### src/rtl/adat_rx_scheduler_if.sv
// Mixer-side stream bus of the ADAT receive scheduler: one signed 24-bit sample per beat,
// tagged with its global channel index and an end-of-frame marker.
interface adat_rx_scheduler_if #(
    parameter int NUM_PORTS = 2
);
    localparam int CHW = $clog2(NUM_PORTS * 8);

    // A word moves when out_valid and out_ready are both high on a rising clk edge; once
    // out_valid is raised, out_data/out_chan/out_last stay stable until that transfer happens.
    logic           out_valid;
    logic           out_ready;
    logic [23:0]    out_data;
    logic [CHW-1:0] out_chan;
    logic           out_last;

    modport master (
        output out_valid,
        output out_data,
        output out_chan,
        output out_last,
        input  out_ready
    );

    modport slave (
        input  out_valid,
        input  out_data,
        input  out_chan,
        input  out_last,
        output out_ready
    );
endinterface

### src/rtl/adat_rx_scheduler.sv
// Captures decoded ADAT frames per port, tracks lock, and streams a snapshot of every channel per sample_tick.
// Optional feature macro: ADAT_USER_BITS_EN adds per-port user bits (rx_user in, user_bits out).
module adat_rx_scheduler #(
    parameter int NUM_PORTS      = 2,
    parameter int LOCK_FRAMES    = 4,
    parameter int TIMEOUT_CYCLES = 4096
) (
    input  logic                     clk,
    input  logic                     rst,
    input  logic [NUM_PORTS-1:0]     rx_ready,
    input  logic [NUM_PORTS-1:0]     rx_valid,
    input  logic [NUM_PORTS*192-1:0] rx_audio,
`ifdef ADAT_USER_BITS_EN
    input  logic [NUM_PORTS*3-1:0]   rx_user,
    output logic [NUM_PORTS*3-1:0]   user_bits,
`endif
    input  logic                     sample_tick,
    adat_rx_scheduler_if.master      bus,
    output logic [NUM_PORTS-1:0]     locked,
    output logic                     overrun,
    output logic [NUM_PORTS-1:0]     underrun,
    output logic                     o_dbg_state
);
    localparam int NCH = NUM_PORTS * 8;
    localparam int CHW = $clog2(NCH);
    localparam int GW  = $clog2(LOCK_FRAMES + 1);
    localparam int TW  = $clog2(TIMEOUT_CYCLES);
    localparam logic [CHW-1:0] LAST_IDX = CHW'(NCH - 1);
    localparam logic [GW-1:0]  GOOD_MAX = GW'(LOCK_FRAMES);
    localparam logic [TW-1:0]  TO_MAX   = TW'(TIMEOUT_CYCLES - 1);

    typedef enum logic {S_IDLE = 1'b0, S_STREAM = 1'b1} state_t;

    state_t               r_state;
    state_t               w_state_nxt;
    logic [CHW-1:0]       r_idx;
    logic [NUM_PORTS-1:0] r_rx_ready_q;
    logic [NUM_PORTS-1:0] r_fresh;
    logic [NUM_PORTS-1:0] r_locked;
    logic [NUM_PORTS-1:0] r_underrun;
    logic                 r_overrun;
    logic [GW-1:0]        r_good_cnt [NUM_PORTS];
    logic [TW-1:0]        r_to_cnt   [NUM_PORTS];
    logic [23:0]          r_cap      [NCH];
    logic [23:0]          r_shadow   [NCH];
    logic [NUM_PORTS-1:0] w_edge;
    logic [NUM_PORTS-1:0] w_timeout;
    logic                 w_snap;
    logic                 w_out_valid;
    logic                 w_xfer;
`ifdef ADAT_USER_BITS_EN
    logic [NUM_PORTS*3-1:0] r_cap_user;
    logic [NUM_PORTS*3-1:0] r_user_bits;
    assign user_bits = r_user_bits;
`endif

    assign w_edge = rx_ready & ~r_rx_ready_q;
    assign w_snap = (r_state == S_IDLE) && sample_tick;

    always_comb begin
        w_timeout = '0;
        for (int p = 0; p < NUM_PORTS; p++) begin
            w_timeout[p] = (r_to_cnt[p] == TO_MAX);
        end
    end

    // Per-port capture, lock qualification and frame timeout.
    always_ff @(posedge clk) begin
        if (rst) begin
            r_rx_ready_q <= '0;
            r_fresh      <= '0;
            r_locked     <= '0;
            for (int p = 0; p < NUM_PORTS; p++) begin
                r_good_cnt[p] <= '0;
                r_to_cnt[p]   <= '0;
            end
            for (int i = 0; i < NCH; i++) begin
                r_cap[i] <= '0;
            end
`ifdef ADAT_USER_BITS_EN
            r_cap_user <= '0;
`endif
        end else begin
            r_rx_ready_q <= rx_ready;
            for (int p = 0; p < NUM_PORTS; p++) begin
                // A frame arriving with the snapshot overrides this clear and stays fresh for the next tick.
                if (w_snap) begin
                    r_fresh[p] <= 1'b0;
                end
                if (w_edge[p]) begin
                    r_to_cnt[p] <= '0;
                    if (rx_valid[p]) begin
                        for (int c = 0; c < 8; c++) begin
                            r_cap[p*8+c] <= rx_audio[(p*8+c)*24 +: 24];
                        end
`ifdef ADAT_USER_BITS_EN
                        r_cap_user[p*3 +: 3] <= rx_user[p*3 +: 3];
`endif
                        r_fresh[p] <= 1'b1;
                        if (r_good_cnt[p] != GOOD_MAX) begin
                            r_good_cnt[p] <= r_good_cnt[p] + GW'(1);
                        end else begin
                            r_locked[p] <= 1'b1;
                        end
                    end else begin
                        for (int c = 0; c < 8; c++) begin
                            r_cap[p*8+c] <= '0;
                        end
`ifdef ADAT_USER_BITS_EN
                        r_cap_user[p*3 +: 3] <= '0;
`endif
                        r_fresh[p]    <= 1'b0;
                        r_good_cnt[p] <= '0;
                        r_locked[p]   <= 1'b0;
                    end
                end else if (w_timeout[p]) begin
                    for (int c = 0; c < 8; c++) begin
                        r_cap[p*8+c] <= '0;
                    end
`ifdef ADAT_USER_BITS_EN
                    r_cap_user[p*3 +: 3] <= '0;
`endif
                    r_good_cnt[p] <= '0;
                    r_locked[p]   <= 1'b0;
                end else begin
                    r_to_cnt[p] <= r_to_cnt[p] + TW'(1);
                    if (r_good_cnt[p] == GOOD_MAX) begin
                        r_locked[p] <= 1'b1;
                    end
                end
            end
        end
    end

    always_ff @(posedge clk) begin
        if (rst) begin
            r_state <= S_IDLE;
        end else begin
            r_state <= w_state_nxt;
        end
    end

    always_comb begin
        w_state_nxt = r_state;
        w_out_valid = 1'b0;
        w_xfer      = 1'b0;
        case (r_state)
            S_IDLE: begin
                if (sample_tick) begin
                    w_state_nxt = S_STREAM;
                end
            end
            S_STREAM: begin
                w_out_valid = !rst;
                w_xfer      = w_out_valid && bus.out_ready;
                if (w_xfer && (r_idx == LAST_IDX)) begin
                    w_state_nxt = S_IDLE;
                end
            end
            default: w_state_nxt = S_IDLE;
        endcase
    end

    // Snapshot into shadow buffers, stream index and status pulses.
    always_ff @(posedge clk) begin
        if (rst) begin
            r_idx      <= '0;
            r_overrun  <= 1'b0;
            r_underrun <= '0;
            for (int i = 0; i < NCH; i++) begin
                r_shadow[i] <= '0;
            end
`ifdef ADAT_USER_BITS_EN
            r_user_bits <= '0;
`endif
        end else begin
            r_overrun  <= (r_state == S_STREAM) && sample_tick;
            r_underrun <= '0;
            if (w_snap) begin
                r_idx <= '0;
                for (int p = 0; p < NUM_PORTS; p++) begin
                    r_underrun[p] <= r_locked[p] && !r_fresh[p];
                    if (!r_locked[p]) begin
                        for (int c = 0; c < 8; c++) begin
                            r_shadow[p*8+c] <= '0;
                        end
`ifdef ADAT_USER_BITS_EN
                        r_user_bits[p*3 +: 3] <= '0;
`endif
                    end else if (r_fresh[p]) begin
                        for (int c = 0; c < 8; c++) begin
                            r_shadow[p*8+c] <= r_cap[p*8+c];
                        end
`ifdef ADAT_USER_BITS_EN
                        r_user_bits[p*3 +: 3] <= r_cap_user[p*3 +: 3];
`endif
                    end
                end
            end else if (w_xfer) begin
                r_idx <= (r_idx == LAST_IDX) ? '0 : r_idx + CHW'(1);
            end
        end
    end

    assign bus.out_valid = w_out_valid;
    assign bus.out_data  = w_out_valid ? r_shadow[r_idx] : 24'd0;
    assign bus.out_chan  = w_out_valid ? r_idx : '0;
    assign bus.out_last  = w_out_valid && (r_idx == LAST_IDX);
    assign locked        = r_locked;
    assign overrun       = r_overrun;
    assign underrun      = r_underrun;
    assign o_dbg_state   = r_state;
endmodule
### src/flat_wrapper.sv
// flat-port wrapper written by rule: the top's interface ports become plain ports
module adat_rx_scheduler_flat 
#(
    parameter int NUM_PORTS      = 2,
    parameter int LOCK_FRAMES    = 4,
    parameter int TIMEOUT_CYCLES = 4096
)
  (clk, rst, rx_ready, rx_valid, rx_audio, sample_tick, locked, overrun, underrun, o_dbg_state, bus_out_valid, bus_out_data, bus_out_chan, bus_out_last, bus_out_ready);
  adat_rx_scheduler_if #(.NUM_PORTS(NUM_PORTS)) bus_i ();
  input  logic clk;
  input  logic rst;
  input  logic [NUM_PORTS-1:0] rx_ready;
  input  logic [NUM_PORTS-1:0] rx_valid;
  input  logic [NUM_PORTS*192-1:0] rx_audio;
  input  logic sample_tick;
  output logic [NUM_PORTS-1:0] locked;
  output logic overrun;
  output logic [NUM_PORTS-1:0] underrun;
  output logic o_dbg_state;
  output wire logic [$bits(bus_i.out_valid)-1:0] bus_out_valid;
  output wire logic [$bits(bus_i.out_data)-1:0] bus_out_data;
  output wire logic [$bits(bus_i.out_chan)-1:0] bus_out_chan;
  output wire logic [$bits(bus_i.out_last)-1:0] bus_out_last;
  input wire logic [$bits(bus_i.out_ready)-1:0] bus_out_ready;
  assign bus_out_valid = bus_i.out_valid;
  assign bus_out_data = bus_i.out_data;
  assign bus_out_chan = bus_i.out_chan;
  assign bus_out_last = bus_i.out_last;
  assign bus_i.out_ready = bus_out_ready;
  adat_rx_scheduler #(.NUM_PORTS(NUM_PORTS), .LOCK_FRAMES(LOCK_FRAMES), .TIMEOUT_CYCLES(TIMEOUT_CYCLES)) u_core (.clk(clk), .rst(rst), .rx_ready(rx_ready), .rx_valid(rx_valid), .rx_audio(rx_audio), .sample_tick(sample_tick), .bus(bus_i), .locked(locked), .overrun(overrun), .underrun(underrun), .o_dbg_state(o_dbg_state));
endmodule
### config.mk
export PLATFORM = sky130hd
export DESIGN_NAME = adat_rx_scheduler_flat
export DESIGN_NICKNAME = d
export VERILOG_FILES = /design/src/rtl/adat_rx_scheduler_if.sv /design/src/rtl/adat_rx_scheduler.sv /design/src/flat_wrapper.sv
export SDC_FILE = /design/constraint.sdc
export NUM_CORES = 1
export LEC_CHECK = 0
export CAP_MARGIN = 20
export CORE_MARGIN = 2
export CORE_UTILIZATION = 40
export CTS_CLUSTER_DIAMETER = 80
export CTS_CLUSTER_SIZE = 12
export DETAILED_ROUTE_END_ITERATION = 8
export HOLD_SLACK_MARGIN = 0.03
export MAX_ROUTING_LAYER = met4
export SYNTH_ARGS = -nofsm -noshare
export SYNTH_HDL_FRONTEND = slang
export SYNTH_SLANG_ARGS = --single-unit
export TNS_END_PERCENT = 5
### constraint.sdc
create_clock -name clk -period 9.7 [get_ports clk]
set_clock_uncertainty 0.05 [all_clocks]
set_input_delay 1.94 -clock clk [delete_from_list [all_inputs] [get_ports clk]]
set_output_delay 1.94 -clock clk [all_outputs]
set_load 0.02 [all_outputs]
# Word level (Yosys, flattened, before mapping)
# Memories as Yosys holds them, arrays and structs flattened. A register that Yosys moved wholly into a read port is not among the register bits.
# Cells that the tools add are included.
word_totals:
  register_bits: 14
  ram_bits: 798
  inputBits: 392
  out_inout_bits: 36
  word_cells: 320
  n_memories: 4
memory_table:
  columns: ["name", "depth", "word_bits", "rd", "rd_clocked_by_memory_dff", "wr", "line_no", "rtl"]
  rows:
  - ["u_core.r_cap", 16, 24, 16, 0, 16, "adat_rx_scheduler.sv:44", "logic [23:0] r_cap [NCH];"]
  - ["u_core.r_shadow", 16, 24, 1, 1, 16, "adat_rx_scheduler.sv:45", "logic [23:0] r_shadow [NCH];"]
  - ["u_core.r_to_cnt", 2, 12, 2, 0, 2, "adat_rx_scheduler.sv:43", "logic [TW-1:0] r_to_cnt [NUM_PORTS];"]
  - ["u_core.r_good_cnt", 2, 3, 2, 0, 2, "adat_rx_scheduler.sv:42", "logic [GW-1:0] r_good_cnt [NUM_PORTS];"]
op_classes:
  n_addsub: 5
  eq_ne: 9
  muxes: 181
  bitwise: 94
  reduce_logical: 18
ops:
  columns: ["op", "n"]
  rows:
  - ["24-bit 2-to-1 mux", 81]
  - ["1-bit bitwise OR", 90]
  - ["1-bit 2-to-1 mux", 85]
  - ["12-bit 2-to-1 mux", 4]
  - ["12-bit by 1-bit adder with 12-bit output, second input constant", 2]
  - ["12-bit == test, second input constant", 2]
  - ["3-bit 2-to-1 mux", 6]
  - ["4-bit 2-to-1 mux", 4]
  - ["3-bit != test, second input constant", 4]
  - ["1-bit logical AND", 7]
  - ["3-bit by 1-bit adder with 3-bit output, second input constant", 2]
  - ["3-bit == test, second input constant", 2]
  - ["3-bit nonzero test", 2]
  - ["4-bit by 1-bit adder with 4-bit output, second input constant", 1]
  - ["4-bit == test, second input constant", 1]
  - ["2-bit AND reduction", 2]
  - ["2-bit nonzero test", 2]
  - ["2-bit OR reduction", 2]
  - ["1-bit logical NOT", 3]
  - ["2-bit bitwise AND", 1]
  - ["1-bit NOT", 2]
  - ["2-bit NOT", 1]
  - ["1-bit one-hot mux with 2 select lines", 1]

# Logic depth before layout (Yosys ltp)
# Gate-level depths: netlist of the first run.
logic_depth:
  ltp_word: 9
  mapped_depth: 8
  ltp_nobuf: 6

# Least setup slack after synthesis of the first run
# Ideal clock, no wire load.
synth_path:
  path_type: "input port to flip-flop"
  start: "input rst"
  end: "memory u_core.r_shadow[0][0], enable pin"
  arrival_time_ps: 6868
  required_ps: 9081
  slack_ps: 2213
  path_stages: 4
  path_buffers: 2
  path_cell_list: "clkbuf_1 nand2b_1 clkbuf_1 o21a_1"
synth_rtl:
  columns: ["item", "line_no", "rtl"]
  rows:
  - ["from (decl)", "flat_wrapper.sv:11", "input logic rst;"]
  - ["to (decl)", "adat_rx_scheduler.sv:45", null]

# Worst setup path after layout of the first run
layout_path:
  start: "input rst"
  end: "output bus_out_data[22]"
layout_between:
  elab_chain_len: 3
layout_rtl:
  columns: ["item", "line_no", "rtl"]
  rows:
  - ["1-bit logical NOT", "adat_rx_scheduler.sv:154", "w_out_valid = !rst;"]
  - ["1-bit 2-to-1 mux", "adat_rx_scheduler.sv:147", "case (r_state)"]
  - ["24-bit 2-to-1 mux", "adat_rx_scheduler.sv:206", "assign bus.out_data = w_out_valid ? r_shadow[r_idx] : 24'd0;"]
  - ["to (decl)", "flat_wrapper.sv:21", "output wire logic [$bits(bus_i.out_data)-1:0] bus_out_data;"]
# Every way passes these cells.

==> impl_metrics.json, run 1 <==
{
  "cp.required_ns": 7.71,
  "postCtsSetupRepairBufs": 0,
  "leakage_uw": 0.0152,
  "ys_async_sr_fraction_pct": 0,
  "numCtsBuffers": 78,
  "reg2regPathDepth": 7,
  "crit_path_end_kind": "output pin",
  "nFillCells": 7236,
  "post-route-util_pct": 49.5,
  "ys_types": 45,
  "relSlewSlack_pct": 27.1,
  "antenna_found_initial": 13,
  "r2r_slack_ns": 6.26,
  "hold_viol_final": 0,
  "crit_start": "rst",
  "ant_nets": 0,
  "post_drt_wl_per_cell_um": 23.2,
  "ios": 428,
  "seq_area_frac_synth_pct": 71.7,
  "root_buffer": "clkbuf_16",
  "dr.pass1.iters": 5,
  "seqCellArea_um2": 24300,
  "drcViolationCount": 0,
  "crit_fanout": 24,
  "drv_cap": 0,
  "startpoint_type": "primary input",
  "start_util_pct": 40.4,
  "rr_endpoint": "u_core.r_cap[1][176]$_SDFFCE_PP0P_",
  "drt_iter0_drc": 1746,
  "synth-edff-count": 795,
  "fin_setup_tns_ns": 0,
  "layout.nets": 3068,
  "max_clock_freq_mhz": 135,
  "insertion_delay_ns": 0.61,
  "portBuffers": 427,
  "dieArea_um2": 87100,
  "hold_slack_ns": 0.432,
  "post_dp_cell_area_um2": 39200,
  "cts_sinks": 816,
  "clkSlewWorstSetupHoldPaths_ns": 0.06,
  "hold_buffers": 0,
  "final_cell_area_um2": 41500,
  "first_global_vias": 19900,
  "synth_cells": 2295,
  "rr_startpoint": "u_core.r_to_cnt[1][0]$_SDFFCE_PN0P_",
  "syn2layout_area_growth_pct": 22.3,
  "period_share_pct": 76.2,
  "ys_seq_elements": 816,
  "rsz0062_at_grt": "no",
  "chipHeight_um": 295,
  "core_um2": 83800,
  "drive_gt1_share_pct": 4.87,
  "drt_wl_total_mm": 89.2,
  "synth.cell_area_um2": 33900,
  "critPathArrivalTime_ns": 5.40,
  "overflow": 0,
  "period_needed_ns": 7.39,
  "p_per_area_nw_per_um2": 180,
  "maxSlewViolCount": 0,
  "dpl.hpwl_mm": 60.9,
  "worstHoldPathCells": 2,
  "ys.flop_type": "edfxtp_1",
  "min_path_type": "reg -> reg",
  "grt_max_degree": 181,
  "cts_buffer_depth": 3,
  "avgViaCountPerCell": 5.08,
  "rows": 106,
  "synth_fp_nets": 2694,
  "die_w_um": 295,
  "ir_drop_mv": 0.122,
  "multi_input_area_um2": 8980,
  "num_vias": 19500,
  "setup-violations-final": 0,
  "status": "complete, no violations",
  "worst_pin_slew_ns": 1.09,
  "ys_warn_count": 0,
  "gp_congestion": 0.886,
  "cts-htree-levels": 3,
  "critical_path.endpoint": "bus_out_data[22]",
  "cts_tree": "built",
  "grt_pass1_wl_mm": 128,
  "cts-resized-gates": 0,
  "synth_area_per_cell_um2": 14.8,
  "grt_use_total_pct": 20.9,
  "critPathKind": "in -> out"
}
-- logic make-up (layout without fill, tap and decap cells) --
logic type | Yosys count | count (layout) | synth area share, %
AO/OA/AOI/OAI | 145 | 145 | 2.97
XOR/XNOR | 20 | 20 | 0.517
adder cells (fa/ha/maj) | 7 | 7 | 0.258
buffers and inverters | 166 | 563 | 2.08
flip-flops | 816 | 816 | 71.7
multiplexers | 194 | 194 | 5.73
other | 0 | 13 | 0
AND/OR/NAND/NOR | 947 | 947 | 16.8
-- stage by stage --
step / setup WS (ns) / total power (uW) / std cells
after detailed placement: 2.03 / 4780 / 3721
after global placement: 2.25 / 4770 / 3720
final: 2.31 / 7440 / 3839
after CTS: 2.02 / 7520 / 3824
after floorplan: 2.21 / 4490 / 2295
after global routing: 2.05 / 7710 / 3835
-- worst max-delay path, cell delays in order --
cell             delay, ns
clkdlybuf4s50_1       0.80
nor2b_1               0.63
buf_4                 0.22
nand2_1               0.57
o21ai_0               0.45
buf_4                 0.18
clkdlybuf4s50_1       0.60
-- placed cells by master, fill, tap and decap left out, types with 8 or more instances in the layout --
cell type	netlist	layout
a21oi_1	11	11
a22oi_1	96	96
and2_1	440	439
and3_1	198	196
buf_4	3	19
clkbuf_1	117	17
clkbuf_16	0	80
clkdlybuf4s50_1	0	426
dfxtp_1	21	20
diode_2	0	13
edfxtp_1	795	795
inv_1	8	8
mux2i_1	194	194
nand2_1	40	39
nand2b_1	9	8
nand3_1	35	35
nor2_1	44	43
nor2b_1	153	150
nor3_1	8	8
o21ai_0	26	26
xnor2_1	13	13
-- final cells by class --
cell class                      count  share of cell area [%]
Sequential cell                   816                    58.6
Inverter                            8                  0.0724
Clock inverter                      6                   0.193
Timing Repair Buffer              452                    11.0
Antenna cell                       13                  0.0785
Tap cell                         1134                    3.42
Clock buffer                       97                    4.98
Multi-Input combinational cell   1313                    21.7
-- cell usage after synthesis (3+ instances only) --
library cell	n	area, um2
a22oi_1	96	721
buf_4	3	22.5
nand2b_1	9	56.3
clkbuf_1	117	439
xnor2_1	13	114
nor2b_1	153	957
nor2_1	44	165
and2_1	440	2750
buf_6	4	45.0
xor2_1	7	61.3
o21a_1	3	22.5
a21oi_1	11	55.1
buf_2	33	165
nor3_1	8	40.0
inv_1	8	30.0
edfxtp_1	795	23900
dfxtp_1	21	420
ha_1	7	87.6
mux2i_1	194	1940
nand2_1	40	150
nand3_1	35	175
o21ai_0	26	130
and3_1	198	1240
nand4_1	6	37.5
-- how the worst min path moves through the flow --
stage | startpoint | endpoint | slack, ns
floorplan | u_core.r_fresh[0]$_SDFFE_PP0P_ | u_core.r_fresh[0]$_SDFFE_PP0P_ | 0.39
global placement | u_core.r_fresh[0]$_SDFFE_PP0P_ | u_core.r_fresh[0]$_SDFFE_PP0P_ | 0.41
finish | u_core.r_fresh[0]$_SDFFE_PP0P_ | u_core.r_fresh[0]$_SDFFE_PP0P_ | 0.43
CTS | u_core.r_fresh[0]$_SDFFE_PP0P_ | u_core.r_fresh[0]$_SDFFE_PP0P_ | 0.43
global route | u_core.r_fresh[0]$_SDFFE_PP0P_ | u_core.r_fresh[0]$_SDFFE_PP0P_ | 0.45
detailed placement | u_core.r_fresh[0]$_SDFFE_PP0P_ | u_core.r_fresh[0]$_SDFFE_PP0P_ | 0.43
-- flip-flops by register name, summed over array words and instances, names as in the netlist, named ones only --
signal / count
u_core.underrun: 2
u_core.r_to_cnt: 24
u_core.r_fresh: 2
u_core.r_rx_ready_q: 2
u_core.r_shadow: 384
u_core.overrun: 1
u_core.r_good_cnt: 6
u_core.o_dbg_state: 1
u_core.locked: 2
u_core.r_idx: 4
u_core.r_cap: 384
-- per-layer routing --
metal / GRT usage (%) / part of all wire [%]
met4: 6.30 / 2.5
met3: 4.30 / 7.1
met5: - / 0
met2: 32.2 / 47
met1: 28.0 / 43
-- power breakdown --
part | total [uW] | internal [uW] | switching (uW)
Combinational | 513 | 231 | 281
Sequential | 4190 | 4130 | 60.1
Clock | 2740 | 1510 | 1230
Note: power is estimated with default switching activity, not from simulation.
==> run 2, diff against run 1 <==
- clock period: 9.7 -> 7.5 ns (I/O delays scaled with it)
==> impl_metrics.json, run 2 (synthesized netlist as in run 1, its figures left out) <==
{
  "drt_iter0_drc": 1546,
  "critPathArrivalTime_ns": 4.56,
  "grt_max_degree": 195,
  "crit_fanout": 24,
  "leakage_uw": 0.0152,
  "final_cell_area_um2": 41400,
  "dieArea_um2": 87100,
  "antenna_found_initial": 3,
  "clkSlewWorstSetupHoldPaths_ns": 0.06,
  "portBuffers": 427,
  "worst_path_dominant_cell_family": "buffers and inverters",
  "relSlewSlack_pct": 26.6,
  "startpoint_type": "primary input",
  "hold_buffers": 0,
  "post_drt_wl_per_cell_um": 23.1,
  "crit_path_end_kind": "output pin",
  "maxSlewViolCount": 0,
  "cts-htree-levels": 3,
  "worst_pin_slew_ns": 1.10,
  "cts_buffer_depth": 3,
  "start_util_pct": 40.4,
  "drive_gt1_share_pct": 4.85,
  "reg_top3": "u_core.r_cap x384, u_core.r_shadow x384, u_core.r_to_cnt x24",
  "worstPathCellList": "clkdlybuf4s50_1, buf_4, nor2b_1, nand2_1, buf_4, o21ai_0, clkdlybuf4s50_1",
  "fin_setup_tns_ns": 0,
  "grt_use_total_pct": 20.7,
  "period_share_pct": 81.4,
  "max_clock_freq_mhz": 164,
  "root_buffer": "clkbuf_16",
  "first_global_vias": 19900,
  "period_needed_ns": 6.11,
  "setup_ws_ns": 1.39,
  "final_cell_mix": "edfxtp_1, and2_1, clkdlybuf4s50_1",
  "cts-resized-gates": 0,
  "nFillCells": 7165,
  "core_um2": 83800,
  "dr.pass1.iters": 5,
  "hold_viol_final": 0,
  "cp.required_ns": 5.95,
  "slowest_stage": "clkdlybuf4s50_1",
  "dpl.hpwl_mm": 60.8,
  "layout.nets": 3066,
  "ir_drop_mv": 0.140,
  "setup-violations-final": 0,
  "num_vias": 19400,
  "chipHeight_um": 295,
  "die_w_um": 295,
  "cts_tree": "built",
  "syn2layout_area_growth_pct": 22.2,
  "critPathMaxStageDelay_ns": 0.75,
  "path_buf_inv": 4,
  "ant_nets": 0,
  "postCtsSetupRepairBufs": 0,
  "drt_wl_total_mm": 88.3,
  "cts_sinks": 816,
  "drcViolationCount": 0,
  "rsz0062_at_grt": "no",
  "overflow": 0,
  "numCtsBuffers": 78,
  "gp_congestion": 0.869,
  "final_common_cell": "edfxtp_1",
  "min_path_type": "reg -> reg",
  "p_per_area_nw_per_um2": 232,
  "status": "complete, no violations",
  "drv_cap": 0,
  "insertion_delay_ns": 0.62,
  "avgViaCountPerCell": 5.09,
  "grt_pass1_wl_mm": 127,
  "pre_cts_ws_ns": 1.49,
  "rows": 106,
  "critPathKind": "in -> out",
  "post_dp_cell_area_um2": 39300,
  "ios": 428
}
run 2: cell count changes in the layout (fill, tap and decap cells not counted):
cell	previous run	this run
clkbuf_1	17	7
diode_2	13	3
buf_12	4	7
buf_4	19	16
buf_16	2	1
buf_8	1	0
clkbuf_16	80	79
clkinv_16	0	1
clkinvlp_4	1	0
inv_16	0	1
inv_6	3	4
run 2: per-stage QoR:
stage	cells	utilization, %	power, uW	hold WS [ns]
after floorplan	2295	-	5810	0.390
after global placement	3720	46.8	6160	0.405
after detailed placement	3721	46.9	6180	0.430
after CTS	3815	49.4	9710	0.440
after global routing	3817	49.4	9940	0.470
final	3818	49.4	9610	0.442
run 2: worst paths after layout:
| kind | startpoint | to | slack [ns] | cells after the start |
|---|---|---|---|---|
| max reg2reg | u_core.r_to_cnt[0][0]$_SDFFCE_PN0P_ | u_core.r_cap[0][14]$_SDFFCE_PP0P_ | 4.21 | 5 |
| min | u_core.r_fresh[0]$_SDFFE_PP0P_ | u_core.r_fresh[0]$_SDFFE_PP0P_ | 0.44 | 2 |
| min reg2reg | u_core.r_fresh[0]$_SDFFE_PP0P_ | u_core.r_fresh[0]$_SDFFE_PP0P_ | 0.44 | 2 |
| max | rst | bus_out_data[22] | 1.39 | 7 |
run 2: layout make-up:
| class | count | area [um2] | area share (%) |
|---|---|---|---|
| clock inverters | 8 | 131 | 0.317 |
| well taps | 1134 | 1420 | 3.43 |
| inverters | 8 | 30.0 | 0.0725 |
| repair buffers | 450 | 4550 | 11.0 |
| flip-flops and latches | 816 | 24300 | 58.7 |
| diodes | 3 | 7.51 | 0.0181 |
| clock buffers | 86 | 2000 | 4.84 |
| multi-input cells | 1313 | 8980 | 21.7 |
run 2: routing by layer:
metal	GRT usage, %	part of all wire, %	vias up
li1	-	-	9061
met1	28.0	44	9687
met3	3.41	6.4	97
met4	5.97	2.4	0
met2	32.2	47	575
met5	-	0	-
run 2: worst reg2reg max path, stage by stage (launching register included):
cell and delay [ns]:
edfxtp_1 0.41, ha_1 0.21, nand3_1 0.25, or3_1 0.53
nand2_4 0.66, buf_12 0.70
run 2: where the power goes:
| group | total [uW] | switching [uW] | internal (uW) |
|---|---|---|---|
| logic | 661 | 361 | 299 |
| clock network | 3530 | 1610 | 1930 |
| registers | 5420 | 79.8 | 5340 |
| total | 9610 | 2050 | 7560 |
==> RTL change: new RTL, flow settings as in run 2 <==
Put one more register stage on the output `underrun`, cleared by the reset. The value now appears one clock later. The other outputs are not delayed to match.
--- a/src/rtl/adat_rx_scheduler.sv
+++ b/src/rtl/adat_rx_scheduler.sv
@@ -209,5 +209,11 @@
     assign locked        = r_locked;
     assign overrun       = r_overrun;
-    assign underrun      = r_underrun;
+    always_ff @(posedge clk) begin
+        if (rst) begin
+            underrun <= '0;
+        end else begin
+            underrun <= r_underrun;
+        end
+    end
     assign o_dbg_state   = r_state;
 endmodule
Function: not settled (the Yosys comparison gave no result); the edit may change what the design does.
==> RTL change against run 2 <==
- sequential cell count is 2 higher
- count of clock-buffer cells in the layout increased by 8
- total power is 0.77% higher
- design area increased by 2.6%
- setup slack gained 100 ps
- area after synthesis grew 3.4%
- combinational power increased by 7.7%
- wire length is 12% higher
- critical endpoint is now bus_out_data[5]
- largest cell class unchanged
==> RTL change: results <==
group,metric,value,unit
run_status,status,"finished clean",
pwr,leakage,15.6,nW
timing,max_slew.worst_pin.slew,1150,ps
setup_path,path_max_fanout,17,
synthesis,yosys.area.top_type_share,68.1,%
synthesis,yosys-top-cells-area,"edfxtp_1, and2_1, mux4_2, and3_1, o21ai_0",
clocking,clock_latency,640,ps
setup_path,rr_endpoint,"u_core.r_shadow[13][23]$_SDFFCE_PP0P_",
setup_path,rr_worst_depth,4,
global_route,groute.usage.overall,22.5,%
cells_and_area,nets,3170,
detailed_routing,drtIter0Drc,2290,
setup_path,ff2ff_setup_slack,4280,ps
min_path,holdPathStages,1,
synthesis,ys_top_cells_by_count,"edfxtp_1, and2_1, and3_1",
detailed_routing,drt-vias-per-instance,5.42,
detailed_routing,first_pass_iters,6,
synthesis,synth_ff_type,"edfxtp_1",
pwr,vdd_drop_max,0.162,mV
place,place_congestion,0.860,
place,post-dp-hpwl,68.6,mm
setup_path,endpoint,"bus_out_data[5]",
synthesis,synth.distinct_cells,59,
synthesis,yosysSeqAreaShare,69.4,%
global_route,antenna_found_initial,16,
synthesis,synth_nets,2831,
global_route,grt_pass1_wl,143,mm
setup_path,r2r_start,"u_core.o_dbg_state$_SDFF_PP0_",
detailed_routing,wl_per_cell,25.0,µm
global_route,grt_pass1_vias,21300,
global_route,grt_max_degree,197,
==> RTL change: cell count changes after synthesis, sizes merged, moves of 14 or more <==
cell / change
clkbuf: +22
buf: +14
mux2i: -179
nand3: +120
o21ai: +142
nor2: -32
a22oi: -67
mux4: +96
nor2b: -145
nand2: +129
==> RTL change: power breakdown <==
group | internal (mW) | total [mW] | switching [mW] | leakage (nW)
registers | 5.33 | 5.41 | 0.0875 | 8.77
logic | 0.313 | 0.712 | 0.400 | 5.81
clock network | 1.93 | 3.56 | 1.63 | 1.05
total | 7.57 | 9.69 | 2.12 | 15.6
==> RTL change: worst min-delay path by stage <==
stage,slack (ps),to
floorplan,360,u_core.underrun[0]$_SDFF_PP0_
detailed placement,390,u_core.underrun[1]$_SDFF_PP0_
finish,420,u_core.underrun[0]$_SDFF_PP0_
global route,440,u_core.underrun[0]$_SDFF_PP0_
CTS,420,u_core.underrun[0]$_SDFF_PP0_
global placement,380,u_core.underrun[0]$_SDFF_PP0_
==> RTL change: worst max-delay path: stages <==
cell and delay [ps]:
clkdlybuf4s50_1 730, nor4b_4 1060, a22o_1 310, a221o_1 130, clkdlybuf4s50_1 720
==> RTL change: layout make-up <==
cell class / count / area share [%]
diodes: 7 / 0.0412
clock buffers: 94 / 4.84
clock inverters: 7 / 0.242
inverters: 13 / 0.121
multi-input cells: 1407 / 23.3
flip-flops and latches: 818 / 57.3
well taps: 1155 / 3.40
repair buffers: 453 / 10.8
==> RTL change: metal layers <==
metal  vias up  share of wire, %  global-route usage [%]
li1       9698                 -                       -
met1     10900                42                    30.0
met2       764                49                    35.5
met3       121               7.2                    4.26
met4         0               2.4                    5.92
met5         -                 0                       -
==> RTL change: metrics by stage <==
step                      cell area (µm²)  setup slack, ps  util (%)  power (mW)  instances
after global routing                42500             1350      49.0        9.99       3954
after floorplan                     35000              548         -        5.80       2432
after CTS                           42400             1520      48.9        9.77       3946
final                               42500             1490      49.0        9.69       3954
after global placement              40300             1620      46.4        6.22       3845
after detailed placement            40300             1540      46.4        6.23       3845
==> RTL change: kinds of logic (layout without fill, tap and decap cells) <==
group                    Yosys count  count (layout)  share of synthesized area [%]
other                              0               7                              0
XOR/XNOR                           8               8                          0.200
AND/OR/NAND/NOR                 1039            1039                           16.9
buffers and inverters            207             567                           2.59
flip-flops                       818             818                           69.4
multiplexers                     111             111                           6.60
adder cells (fa/ha/maj)            7               7                          0.250
AO/OA/AOI/OAI                    242             242                           4.00
